File: config.mk
export PLATFORM = sky130hd
export DESIGN_NAME = flash_audio_sequencer
export DESIGN_NICKNAME = d
export VERILOG_FILES = /design/src/rtl/flash_audio_sequencer.sv
export SDC_FILE = /design/constraint.sdc
export NUM_CORES = 1
export LEC_CHECK = 0
export ABC_AREA = 1
export CORE_MARGIN = 2
export CORE_UTILIZATION = 59
export CTS_BUF_LIST = sky130_fd_sc_hd__clkbuf_16
export DETAILED_ROUTE_END_ITERATION = 12
export PLACE_DENSITY = 0.87
export SLEW_MARGIN = 20
export SYNTH_ARGS = -nofsm -noshare
export SYNTH_HDL_FRONTEND = slang
export SYNTH_SLANG_ARGS = --single-unit
File: constraint.sdc
create_clock -name clk -period 3.8 [get_ports clk]
set_input_delay 0.38 -clock clk [delete_from_list [all_inputs] [get_ports clk]]
set_output_delay 0.38 -clock clk [all_outputs]
set_load 0.02 [all_outputs]
File: src/rtl/flash_audio_sequencer.sv
// flash_audio_sequencer: fetches 32-bit PCM words from flash and plays two 16-bit samples per word.
// Define FLASH_AUDIO_MUTE_ON_PAUSE_EN to emit silence (zero samples) while paused.
module flash_audio_sequencer #(
  parameter int ADDR_W = 23,
  parameter logic [ADDR_W-1:0] END_ADDR = 23'h7FFFF
) (
  input  logic              clk,
  input  logic              rst_n,
  input  logic              forward,
  input  logic              pause,
  input  logic              restart,
  input  logic              sample_tick,
  output logic              flash_read,
  output logic [ADDR_W-1:0] flash_address,
  input  logic              flash_waitrequest,
  input  logic              flash_readdatavalid,
  input  logic [31:0]       flash_readdata,
  output logic [15:0]       audio_sample,
  output logic              sample_valid
);
  typedef enum logic [2:0] {S_IDLE, S_REQ, S_WAIT, S_PLAY1, S_TICK2, S_PLAY2, S_ADV} state_t;
  state_t r_state, w_next;
  logic [ADDR_W-1:0] r_addr, w_step;
  logic [31:0] r_word;
  logic [15:0] r_sample;
  logic r_dir, r_restart_pending, r_mute_valid, w_go, w_mute;
  assign w_go = sample_tick & ~pause;
  assign w_step = r_dir ? (r_addr == END_ADDR ? '0 : r_addr + 1'b1)
                        : (r_addr == '0 ? END_ADDR : r_addr - 1'b1);
`ifdef FLASH_AUDIO_MUTE_ON_PAUSE_EN
  assign w_mute = pause & (r_state == S_IDLE || r_state == S_TICK2);
`else
  assign w_mute = 1'b0;
`endif
  always_comb begin
    w_next = r_state;
    flash_read = 1'b0;
    case (r_state)
      S_IDLE:  w_next = w_go ? S_REQ : S_IDLE;
      S_REQ: begin
        flash_read = 1'b1;
        w_next = flash_waitrequest ? S_REQ : S_WAIT;
      end
      S_WAIT:  w_next = flash_readdatavalid ? S_PLAY1 : S_WAIT;
      S_PLAY1: w_next = S_TICK2;
      S_TICK2: w_next = w_go ? S_PLAY2 : S_TICK2;
      S_PLAY2: w_next = S_ADV;
      default: w_next = S_IDLE;
    endcase
  end
  assign flash_address = r_addr;
  assign audio_sample = w_mute ? 16'h0000 : r_sample;
  assign sample_valid = r_state == S_PLAY1 || r_state == S_PLAY2 || r_mute_valid;
  always_ff @(posedge clk) begin
    if (!rst_n) begin
      r_state <= S_IDLE;
      r_addr <= '0;
      r_dir <= 1'b0;
      r_restart_pending <= 1'b0;
      r_word <= '0;
      r_sample <= '0;
      r_mute_valid <= 1'b0;
    end else begin
      r_state <= w_next;
      r_mute_valid <= w_mute & sample_tick;
      // a restart arriving in ADVANCE itself is folded into this word boundary
      if (r_state == S_ADV) begin
        r_addr <= (r_restart_pending | restart) ? (r_dir ? '0 : END_ADDR) : w_step;
        r_restart_pending <= 1'b0;
      end else if (restart) begin
        if (r_state == S_IDLE) r_addr <= forward ? '0 : END_ADDR;
        else r_restart_pending <= 1'b1;
      end
      if (r_state == S_IDLE && w_go) r_dir <= forward;
      if (r_state == S_WAIT && flash_readdatavalid) begin
        r_word <= flash_readdata;
        r_sample <= r_dir ? flash_readdata[15:0] : flash_readdata[31:16];
      end
      if (r_state == S_TICK2 && w_go) r_sample <= r_dir ? r_word[31:16] : r_word[15:0];
      if (w_mute) r_sample <= '0;
    end
  end
endmodule

Word level (Yosys, flattened, before mapping)
Index checks and enable logic that the tools add are counted.

cells by class
  add/subtract/negate cells = 2
  eq/ne operators = 7
  reduce and logical (&&, ||, !) cells = 12
  bitwise logic cells = 5
  multiplexer cells = 19

operators by type and width
  cell                   number
  $mux 23                7
  $mux 16                4
  $mux 19                2
  $add 23x1->23 const B  1
  $eq 23x19->1 const B   1
  $logic_not 23->1       1
  $sub 23x1->23 const B  1
  $pmux 3 s6             1
  $eq 3x3->1 const B     3
  $eq 3x2->1 const B     2
  $reduce_bool 2->1      3
  $mux 1                 4
  $reduce_and 2->1       2
  $eq 3x1->1 const B     1
  $logic_and 1x1->1      3
  $logic_not 3->1        1
  $not 1->1              3
  $mux 2                 1
  $reduce_or 2->1        1
  $and 1x1->1            1
  $logic_or 1x1->1       1
  $or 1x1->1             1

word-level totals
  output and inout bits = 41
  register bits = 76
  bits of input ports = 40
  word-level logic and storage cells = 51

Longest topological paths before layout
  depth after elaboration = 5
  gate-level depth with buffers = 12
  gate-level depth less buffers = 12

Worst setup path before layout
No wires, ideal clock.

  kind = flip-flop to flip-flop
  start = register r_addr[0] (netlist: flash_address[0])
  end = register r_addr[9] (netlist: flash_address[9])
  path buffers = 1
  required time = 3689 ps
  library setup time = 111 ps
  path slack = 1935 ps
  arrival = 1754 ps
  clock period less this slack = 1865 ps
  stages on the path, launching flop included = 12
  cells stage by stage = dfxtp_1 ha_1 nand3_4 nor2_8 nand4_2 nor2_4 nor2_4 buf_6 nand2_1 nand3_1 nand3_1 inv_1

on the way
  cells in the longest elaborated chain, start to end = 5
  elaborated cells on any way between the ends = 9
  those cells by class = 2 x add/sub; 1 x eq/ne; 5 x mux; 1 x reduce/logical

RTL lines
  item                                   RTL line  text
  from (decl)                            23        logic [ADDR_W-1:0] r_addr, w_step;
  from (signal assigned)                 68        r_addr <= (r_restart_pending | restart) ? (r_dir ? '0 : END_ADDR) : w_step;
  from (signal assigned)                 71        if (r_state == S_IDLE) r_addr <= forward ? '0 : END_ADDR;
  $sub 23x1->23 (tied with other cells)  29        : (r_addr == '0 ? END_ADDR : r_addr - 1'b1);
  $mux 23 (on tied branches)             29, 28
  $mux 23 *                              28        assign w_step = r_dir ? (r_addr == END_ADDR ? '0 : r_addr + 1'b1)
  $mux 23 *                              68
  $mux 23 *                              67        if (r_state == S_ADV) begin

Mark *: on every way between the ends. The rest lies on a longest branch, timed or not.
A chain may end at the register's enable or synchronous reset.

Worst setup path after layout
  start = register r_addr[1] (netlist: flash_address[1])
  end = register r_addr[13] (netlist: flash_address[13])

The elaborated chain is that of the path after synthesis.

==> impl_metrics.env <==
export IMPL_cts_resized=0
export IMPL_cts_hold_buf=0
export IMPL_status="complete, no violations"
export IMPL_avgRoutedWirePerCell_um=16.9
export IMPL_routed_wl_mm=16.0
export IMPL_tightest_slew_ns=0.901
export IMPL_most_common_layout_cells="nand2_1, nor2_1, clkdlybuf4s50_1"
export IMPL_switching_share=0.319
export IMPL_path_max_fanout=13
export IMPL_setup_tns_final_ns=0
export IMPL_numCtsBuffers=9
export IMPL_syn_nets=826
export IMPL_fmax_ghz=0.431
export IMPL_clock_path_buffers=2
export IMPL_place_ws_ns=1.30
export IMPL_cts_tree="yes"
export IMPL_comb_power_share=0.218
export IMPL_areaGrowthSynthToFinish_pct=21.5
export IMPL_clk_latency_ns=0.33
export IMPL_num_vias=5538
export IMPL_arrival_ns=2.55
export IMPL_cts_sinks=76
export IMPL_fin_area_um2=6030
export IMPL_io_pins=81
export IMPL_dp_hpwl_mm=11.1
export IMPL_die_h_um=95.7
export IMPL_grt_max_degree=53
export IMPL_fill_cells=643
export IMPL_ys_seq_elements=76
export IMPL_htree_levels=3
export IMPL_mostFrequentLayoutCell="nand2_1"
export IMPL_insertedDiodeCount=0
export IMPL_via_per_inst=5.85
export IMPL_finClkSkew_ns=0.00779
export IMPL_path_cells="inv_1 > ha_1 > nand3_1 > nor2_1 > nand3_2 > nand2_2 > inv_2 > nand3_1 > nand2_1 > nand3_1 > nand2_1 > inv_1"
export IMPL_postLayoutCoreUtil=0.737
export IMPL_yosys_area_share_simple=0.406
export IMPL_path_clk_slew_ns=0.06
export IMPL_crit_top_cell="nand3_1"
export IMPL_p_int_mw=1.61
export IMPL_endpoint_kind="flop"
export IMPL_leakagePower_nw=2.44
export IMPL_hold_violations=0
export IMPL_drive_gt1_frac=0.0820
export IMPL_slowest_stage="dfxtp_1"
export IMPL_seq_power_share=0.383
export IMPL_syn_area_per_cell_um2=6.33
export IMPL_rsz0062_at_grt="false"
export IMPL_critPathLaunchType="flop"
export IMPL_numPortBuffers=80
export IMPL_final_cell_count_no_fill=946
export IMPL_cts_setup_buffers=0
export IMPL_dieArea_um2=9160
export IMPL_synthAdderAreaFrac=0.00757
export IMPL_netlist_cell_type_count=40
export IMPL_synth_xor_area_share=0.0212
export IMPL_p_total_mw=2.36
export IMPL_core_um2=8180
export IMPL_nets=879
export IMPL_grt_pass1_wl_mm=24.9
export IMPL_ys_seq_area_frac=0.307
export IMPL_slew_violations=0
export IMPL_syn_instance_count=783
export IMPL_placedCellCount=930
export IMPL_drtAntennaViolNets=0
export IMPL_netlist_area_um2=4960
export IMPL_drcViolationCount=0
export IMPL_synth_compound_area_frac=0.144
export IMPL_timing_hold_ws_ns=0.479
export IMPL_crit_buf_inv=3
export IMPL_root_buffer="clkbuf_16"
export IMPL_die_w_um=95.7
export IMPL_worstHoldPathType="flop to flop"
export IMPL_relSlewSlack=0.399
export IMPL_critPathRequiredTime_ns=4.03
export IMPL_yosys_warnings=0
export IMPL_seqCellArea_um2=1520
export IMPL_start_util=0.607
export IMPL_cp_top_family="simple AND/OR/NAND/NOR gates"
export IMPL_ir_drop_mv=0.274
export IMPL_p_clk_frac=0.399
export IMPL_rows=33
export IMPL_firstDrtPassIters=6
export IMPL_maxCapViolations=0
export IMPL_synth_area_mux_share=0.0182
export IMPL_finalSetupViolCount=0
export IMPL_power_switching_mw=0.753
export IMPL_grt_pass1_vias=4979
export IMPL_layout_min_cycle_time_ns=2.32
export IMPL_antenna_found_initial=0
export IMPL_multiInputGateArea_um2=2960
export IMPL_fin_crit_sh=0.611
export IMPL_place_congestion=1.04
export IMPL_grt_overflow=0
export IMPL_place_area_um2=5710
export IMPL_powerDensity_nw_per_um2=391
export IMPL_gr_usage_all_layers=0.354
export IMPL_first_iter_violations=572
export IMPL_setup_ws_ns=1.48
export IMPL_cp_slowest_stage_delay_ns=0.61
export IMPL_critPathKind="flop to flop"
export IMPL_synth_top_family_by_area="simple AND/OR/NAND/NOR gates"
-- path summary, 6_finish.rpt --
kind | slack, ns | startpoint | cells past startpoint | endpoint
worst min register to register | 0.48 | audio_sample[10]$_SDFFE_PN0P_ | 1 | audio_sample[10]$_SDFFE_PN0P_
worst max register to register | 1.48 | flash_address[1]$_SDFFE_PN0P_ | 12 | flash_address[13]$_SDFFE_PN0P_
worst min-delay path | 0.48 | audio_sample[10]$_SDFFE_PN0P_ | 1 | audio_sample[10]$_SDFFE_PN0P_
worst max-delay path | 1.48 | flash_address[1]$_SDFFE_PN0P_ | 12 | flash_address[13]$_SDFFE_PN0P_
-- layout make-up --
class,instances,area share
inverters,69,0.0430
clock inverters,7,0.0160
multi-input cells,596,0.491
repair buffers,84,0.138
clock buffers,9,0.0374
flip-flops and latches,76,0.253
well taps,105,0.0218
-- Yosys cell counts --
library cell	count	area (um2)
nand2_1	190	713
nor2_1	133	499
dfxtp_1	76	1520
nand3_1	63	315
inv_1	57	214
o21ai_0	57	285
a31oi_1	22	138
a21oi_1	18	90.1
buf_2	16	80.1
clkbuf_1	15	56.3
o21ai_1	14	70.1
xor2_1	12	105
inv_2	10	37.5
nand4_1	10	62.6
mux2i_1	9	90.1
nand3_2	9	90.1
nand2_2	7	43.8
nor2_4	7	78.8
a221oi_1	6	52.6
buf_4	6	45.0
nor2_2	6	37.5
o21a_1	6	45.0
nor3_1	5	25.0
or2_2	4	25.0
ha_1	3	37.5
and2_1	2	12.5
buf_1	2	7.51
buf_6	2	22.5
clkinv_1	2	7.51
nor2_8	2	40.0
o211ai_1	2	15.0
o22ai_1	2	12.5
clkbuf_2	1	5.00
nand2_4	1	11.3
nand3_4	1	17.5
nand3b_1	1	7.51
nand4_2	1	12.5
nor3_4	1	16.3
o31ai_1	1	7.51
or2_0	1	6.26
-- power groups by stage --
stage,sequential (mW),combinational (mW),clock (mW)
after floorplan,0.908,0.328,0
after global placement,0.917,0.492,0
after detailed placement,0.918,0.499,0
after CTS,0.901,0.504,0.947
after global routing,0.908,0.564,0.980
final,0.904,0.514,0.940
-- flip-flops by register name, summed over array words and instances, names as in the netlist --
| signal | count |
|---|---|
| flash_address | 23 |
| audio_sample | 16 |
| r_dir | 1 |
| r_restart_pending | 1 |
| r_word | 32 |
| r_state | 3 |
-- kinds of logic (layout without fill, tap and decap cells) --
group,count (synthesis),in the layout
AOI/OAI and AO/OA,128,128
xor gates and xnor gates,12,12
adders and majority gates,3,3
buffers and inverters,111,169
DFF,76,76
muxes,9,9
and+or+nand+nor,444,444
-- layer usage --
metal | global-route usage | up-vias | share of wire
met5 | 0 | - | 0
li1 | - | 2654 | -
met2 | 0.552 | 325 | 0.45
met1 | 0.497 | 2514 | 0.42
met3 | 0.0545 | 45 | 0.10
met4 | 0.126 | 0 | 0.026
(Power assumes the default switching activity.)
